--- src/rtl/mem_arb_pkg.sv ---
// Shared types for the system-RAM arbiter: FSM states, port ids and counter sizing.
package mem_arb_pkg;

    typedef enum logic [1:0] {
        IDLE  = 2'd0,
        ISSUE = 2'd1,
        WAIT  = 2'd2,
        RESP  = 2'd3
    } state_t;

    typedef enum logic {
        PORT_CPU = 1'b0,
        PORT_LD  = 1'b1
    } port_t;

    // Wait-state counter must hold RAM_LAT itself, hence the +1.
    function automatic int cnt_width(input int ram_lat);
        return $clog2(ram_lat + 1);
    endfunction

endpackage

--- src/rtl/rr_arbiter2.sv ---
// Two-way round-robin picker: a lone requester wins, a tie goes to the port
// that was not granted last.
module rr_arbiter2
    import mem_arb_pkg::*;
(
    input  logic [1:0] req,
    input  port_t      last_grant,
    output logic       grant_valid,
    output port_t      grant_id
);

    always_comb begin
        grant_valid = |req;
        grant_id    = PORT_CPU;
        if (req[PORT_LD] && req[PORT_CPU]) begin
            grant_id = (last_grant == PORT_CPU) ? PORT_LD : PORT_CPU;
        end else if (req[PORT_LD]) begin
            grant_id = PORT_LD;
        end
    end

endmodule

--- src/rtl/mem_port_arbiter.sv ---
// Serialises CPU and loader accesses onto the single-port system RAM, runs the
// read wait states and stalls the CPU control unit until its access completes.
module mem_port_arbiter
    import mem_arb_pkg::*;
#(
    parameter int ADDR_W  = 9,
    parameter int DATA_W  = 32,
    parameter int RAM_LAT = 1
) (
    input  logic              clk,
    input  logic              reset_n,
    input  logic              cpu_req,
    input  logic              cpu_we,
    input  logic [ADDR_W-1:0] cpu_addr,
    input  logic [DATA_W-1:0] cpu_wdata,
    output logic [DATA_W-1:0] cpu_rdata,
    output logic              cpu_ack,
    output logic              cpu_stall,
    input  logic              ld_req,
    input  logic              ld_we,
    input  logic [ADDR_W-1:0] ld_addr,
    input  logic [DATA_W-1:0] ld_wdata,
    output logic [DATA_W-1:0] ld_rdata,
    output logic              ld_ack,
    input  logic              ld_lock,
    output logic [ADDR_W-1:0] ram_addr,
    output logic [DATA_W-1:0] ram_wdata,
    output logic              ram_we,
    input  logic [DATA_W-1:0] ram_rdata
);

    localparam int CNT_W = cnt_width(RAM_LAT);

    state_t            state_reg, state_next;
    port_t             win_id_reg, last_grant_reg;
    logic              win_we_reg;
    logic [CNT_W-1:0]  cnt_reg;
    logic [ADDR_W-1:0] ram_addr_reg;
    logic [DATA_W-1:0] ram_wdata_reg;
    logic              ram_we_reg;
    logic              grant_valid;
    port_t             grant_id;
    logic              to_resp;
    logic              rdata_capture;

    // A locked-out CPU is simply not eligible; the loader always is.
    rr_arbiter2 u_rr (
        .req         ({ld_req, cpu_req & ~ld_lock}),
        .last_grant  (last_grant_reg),
        .grant_valid (grant_valid),
        .grant_id    (grant_id)
    );

    always_comb begin
        state_next = state_reg;
        case (state_reg)
            IDLE:    if (grant_valid) state_next = ISSUE;
            ISSUE:   state_next = win_we_reg ? RESP : WAIT;
            WAIT:    if (cnt_reg == CNT_W'(1)) state_next = RESP;
            RESP:    state_next = IDLE;
            default: state_next = IDLE;
        endcase
    end

    assign to_resp       = (state_reg != RESP) && (state_next == RESP);
    assign rdata_capture = (state_reg == WAIT) && (cnt_reg == CNT_W'(1));

    // RAM-side outputs are loaded on the grant edge so they are valid throughout ISSUE.
    always_ff @(posedge clk or negedge reset_n) begin
        if (!reset_n) begin
            state_reg      <= IDLE;
            win_id_reg     <= PORT_CPU;
            last_grant_reg <= PORT_LD;
            win_we_reg     <= 1'b0;
            cnt_reg        <= '0;
            ram_addr_reg   <= '0;
            ram_wdata_reg  <= '0;
            ram_we_reg     <= 1'b0;
        end else begin
            state_reg  <= state_next;
            ram_we_reg <= 1'b0;
            case (state_reg)
                IDLE: begin
                    if (grant_valid) begin
                        win_id_reg     <= grant_id;
                        last_grant_reg <= grant_id;
                        if (grant_id == PORT_LD) begin
                            win_we_reg    <= ld_we;
                            ram_we_reg    <= ld_we;
                            ram_addr_reg  <= ld_addr;
                            ram_wdata_reg <= ld_wdata;
                        end else begin
                            win_we_reg    <= cpu_we;
                            ram_we_reg    <= cpu_we;
                            ram_addr_reg  <= cpu_addr;
                            ram_wdata_reg <= cpu_wdata;
                        end
                    end
                end
                ISSUE:   cnt_reg <= CNT_W'(RAM_LAT);
                WAIT:    cnt_reg <= cnt_reg - CNT_W'(1);
                default: ;
            endcase
        end
    end

    generate
        for (genvar gi = 0; gi < 2; gi++) begin : g_port
            localparam port_t PID = port_t'(gi);
            logic              ack_reg;
            logic [DATA_W-1:0] rdata_reg;

            always_ff @(posedge clk or negedge reset_n) begin
                if (!reset_n) begin
                    ack_reg   <= 1'b0;
                    rdata_reg <= '0;
                end else begin
                    ack_reg <= to_resp && (win_id_reg == PID);
                    if (rdata_capture && (win_id_reg == PID)) begin
                        rdata_reg <= ram_rdata;
                    end
                end
            end
        end
    endgenerate

    assign cpu_ack   = g_port[0].ack_reg;
    assign cpu_rdata = g_port[0].rdata_reg;
    assign ld_ack    = g_port[1].ack_reg;
    assign ld_rdata  = g_port[1].rdata_reg;
    assign cpu_stall = cpu_req & ~cpu_ack;
    assign ram_addr  = ram_addr_reg;
    assign ram_wdata = ram_wdata_reg;
    assign ram_we    = ram_we_reg;

    // Requesters must hold req until their ack; the latched copy completes regardless.
    a_cpu_req_held: assert property (@(posedge clk) disable iff (!reset_n)
        ((state_reg == ISSUE || state_reg == WAIT) && win_id_reg == PORT_CPU) |-> cpu_req);
    a_ld_req_held: assert property (@(posedge clk) disable iff (!reset_n)
        ((state_reg == ISSUE || state_reg == WAIT) && win_id_reg == PORT_LD) |-> ld_req);

endmodule

--- config.mk ---
export PLATFORM = sky130hd
export DESIGN_NAME = mem_port_arbiter
export DESIGN_NICKNAME = d
export VERILOG_FILES = /design/src/rtl/mem_arb_pkg.sv /design/src/rtl/rr_arbiter2.sv /design/src/rtl/mem_port_arbiter.sv
export SDC_FILE = /design/constraint.sdc
export NUM_CORES = 1
export LEC_CHECK = 0
export ABC_CLOCK_PERIOD_IN_PS = 2300
export CORE_MARGIN = 3
export CORE_UTILIZATION = 47
export CTS_BUF_LIST = sky130_fd_sc_hd__clkbuf_4 sky130_fd_sc_hd__clkbuf_8
export CTS_CLUSTER_DIAMETER = 60
export DETAILED_ROUTE_END_ITERATION = 10
export PLACE_DENSITY = 0.84
export SLEW_MARGIN = 25
export SYNTH_ARGS = -nofsm -noshare
export SYNTH_HDL_FRONTEND = slang
export SYNTH_SLANG_ARGS = --single-unit
--- constraint.sdc ---
create_clock -name clk -period 2.3 [get_ports clk]
set_input_delay 0.23 -clock clk [delete_from_list [all_inputs] [get_ports clk]]
set_output_delay 0.23 -clock clk [all_outputs]
set_load 0.01 [all_outputs]
==> flow_summary.toml <==
[setup_path]
cp_top_family = "buffers and inverters"
critPathBufInv = 2
worstSetupPathType = "flop to flop"
crit_path_max_fanout = 32
crit_chain = "inv_1 -> ha_1 -> nand3_2 -> buf_4 -> mux2_2"
crit_arrival_ns = 2.05
cp-end-kind = "flop"
cpPeakStageDelay_ns = 0.42
slowest_stage = "dfrtp_1"
crit_path_start_kind = "flop"
required_ns = 2.59

[floorplan]
io_pins = 230
dieWidth_um = 112
initial_core_util_pct = 48.3
core_area_mm2 = 0.0109
die-area_mm2 = 0.0126
core.rowCount = 38
die_h_um = 112

[logic_synthesis]
ys_types = 29
syn-num-nets = 583
ys_warn_count = 0
yosysSeqAreaShare_pct = 54.0
synthArstFlopShare_pct = 100
netlist_instances = 458
synth_edf_count = 0
syn_area_mm2 = 0.00529
synthTopCellsByArea = "dfrtp_1 (54%), mux2_2 (14%), o221a_1 (6.0%)"
ys_ff_latch = 114
yosys.area.top_type = "dfrtp_1"
yosys.area.top_type_share_pct = 53.5
synth.most_common_cell = "dfrtp_1"
synth_ff_type = "dfrtp_1"
synth_common_cells = "dfrtp_1 (113), mux2_2 (64), inv_1 (45)"
syn_avg_cell_area_um2 = 11.5

[placed_design]
gp_congestion = 0.796
dp_hpwl_mm = 10.6
io_buffer_count = 229
pre_cts_slack_ns = 0.465
placed_area_mm2 = 0.00774

[finish]
nFillCells = 745
seqCellArea_mm2 = 0.00285
area_growth_pct = 55.0
final_area_mm2 = 0.00819
multiInputGateArea_mm2 = 0.00209
drive_above_1_share_pct = 19.0
fin_nets = 805
diodes = 0

[global_route]
grtUsageTotal_pct = 24.8
grt_pass1_wl_mm = 24.8
grt_max_degree = 61
grt_antenna_before_repair = 0
overflow = 0
grt_pass1_vias = 4892

[clock_tree]
clk_path_buf_depth = 2
cts.repair.resized = 0
cts-root-buf = "clkbuf_8"
clkSinkCount = 114
cts_tree = "done"
h-tree-depth = 4
hold_buffers = 1
post_cts_buffers = 0
cts_buffers = 17
worstSkewPairLatency_ns = 0.42
path_clk_slew_ns = 0.07

[timing]
layout_setup_ws_ns = 0.548
skew_ns = 0.0132
finalSetupTns_ns = 0
rsz0062_at_grt = "false"
fmax_mhz = 571
tightest_slew_ns = 0.656
finalCritPeriodShare_pct = 76.2
setup_viol = 0
maxSlewViolCount = 0
relSlewSlack_pct = 56.3
hold_viol = 0
final.min_clock_period_ns = 1.75

[pwr]
switching_share_pct = 31.9
p_per_area_mw_per_mm2 = 1310
power_frac_comb_pct = 47.4
p_int_mw = 7.34
clkPwrFrac_pct = 19.1
cellLeakagePower_nw = 3.53
p_seq_share_pct = 33.5
switchingPower_mw = 3.43
fin_total_pwr_mw = 10.8
vdd.ir_drop.worst_uv = 718

[job]
maxCapViolCount = 0

[drt]
vias = 4523
top_layer = "met4"
wl_per_cell_um = 18.0
routed_wl_mm = 15.0
routed_via_density = 5.43
drtIter0Drc = 350
wl_met3_mm = 1.37
ant_nets = 0
drtPass1Iterations = 5
dr_wl_met2_mm = 7.44
wl_met1_mm = 5.85
drc = 0

[worst_hold_path]
hold_class = "input port to flop"

[run_status]
status = "finished clean"
stage by stage:
stage               instances  hold slack, ns  util (%)
floorplan                 458         -0.0656         -
global placement          800           0.289      70.8
detailed placement        800           0.301      70.8
CTS                       833           0.344      74.9
global route              833           0.363      74.9
finish                    833           0.377      74.9
final cells by class:
type | instances | area share [%]
Sequential cell | 114 | 34.8
Timing Repair Buffer | 246 | 30.1
Multi-Input combinational cell | 256 | 25.5
Clock buffer | 22 | 3.47
Tap cell | 140 | 2.14
Inverter | 45 | 2.06
Clock inverter | 10 | 1.91
final timing paths:
check	from	endpoint	slack [ns]	depth (start not counted)
min reg2reg	cpu_rdata[25]	cpu_rdata[25]	0.50	1
max in group asynchronous	reset_n	cpu_rdata[21]	1.20	3
min	cpu_wdata[15]	ram_wdata[15]	0.38	3
max	state_reg[0]	ld_rdata[11]	0.55	5
max reg2reg	state_reg[0]	ld_rdata[11]	0.55	5
min in group asynchronous	reset_n	cpu_rdata[11]	0.39	2
layout by cell type (no fill, tap or decap), types with 3 or more instances in the layout:
master,Yosys,final
bufinv_16,0,4
ha_1,4,4
buf_4,1,13
clkinv_2,0,4
clkbuf_8,0,19
dfrtp_1,113,113
inv_1,45,45
o21ai_0,41,41
buf_12,0,4
clkbuf_4,0,3
a22oi_1,41,41
clkdlybuf4s50_1,0,227
o221a_2,13,13
o221a_1,28,28
nand2_1,42,42
mux2_2,64,64
cell families after synthesis:
group	synth area share (%)
adders and majority gates	0.947
DFF	54.0
buffers and inverters	6.84
AOI/OAI and AO/OA	20.0
and+or+nand+nor	4.59
muxes	13.6
per-layer routing:
metal / vias to the layer above / GRT usage (%)
met5: - / 0
met4: 0 / 8.49
met3: 27 / 9.22
met2: 239 / 41.1
met1: 2161 / 30.1
li1: 2096 / -
power groups by stage:
stage / Combinational (mW) / Sequential [mW] / Clock (mW)
2_1_floorplan: 1.97 / 4.00 / 0
3_3_place_gp: 4.99 / 3.58 / 0
3_5_place_dp: 5.14 / 3.62 / 0
4_1_cts: 5.16 / 3.61 / 2.10
5_1_grt: 5.48 / 3.75 / 2.20
6_report: 5.11 / 3.61 / 2.05
tightest hold or removal path: stages:
cell and delay, ns:
clkdlybuf4s50_1 0.39, o21ai_0 0.07, a22oi_1 0.06
(Power assumes the default switching activity.)
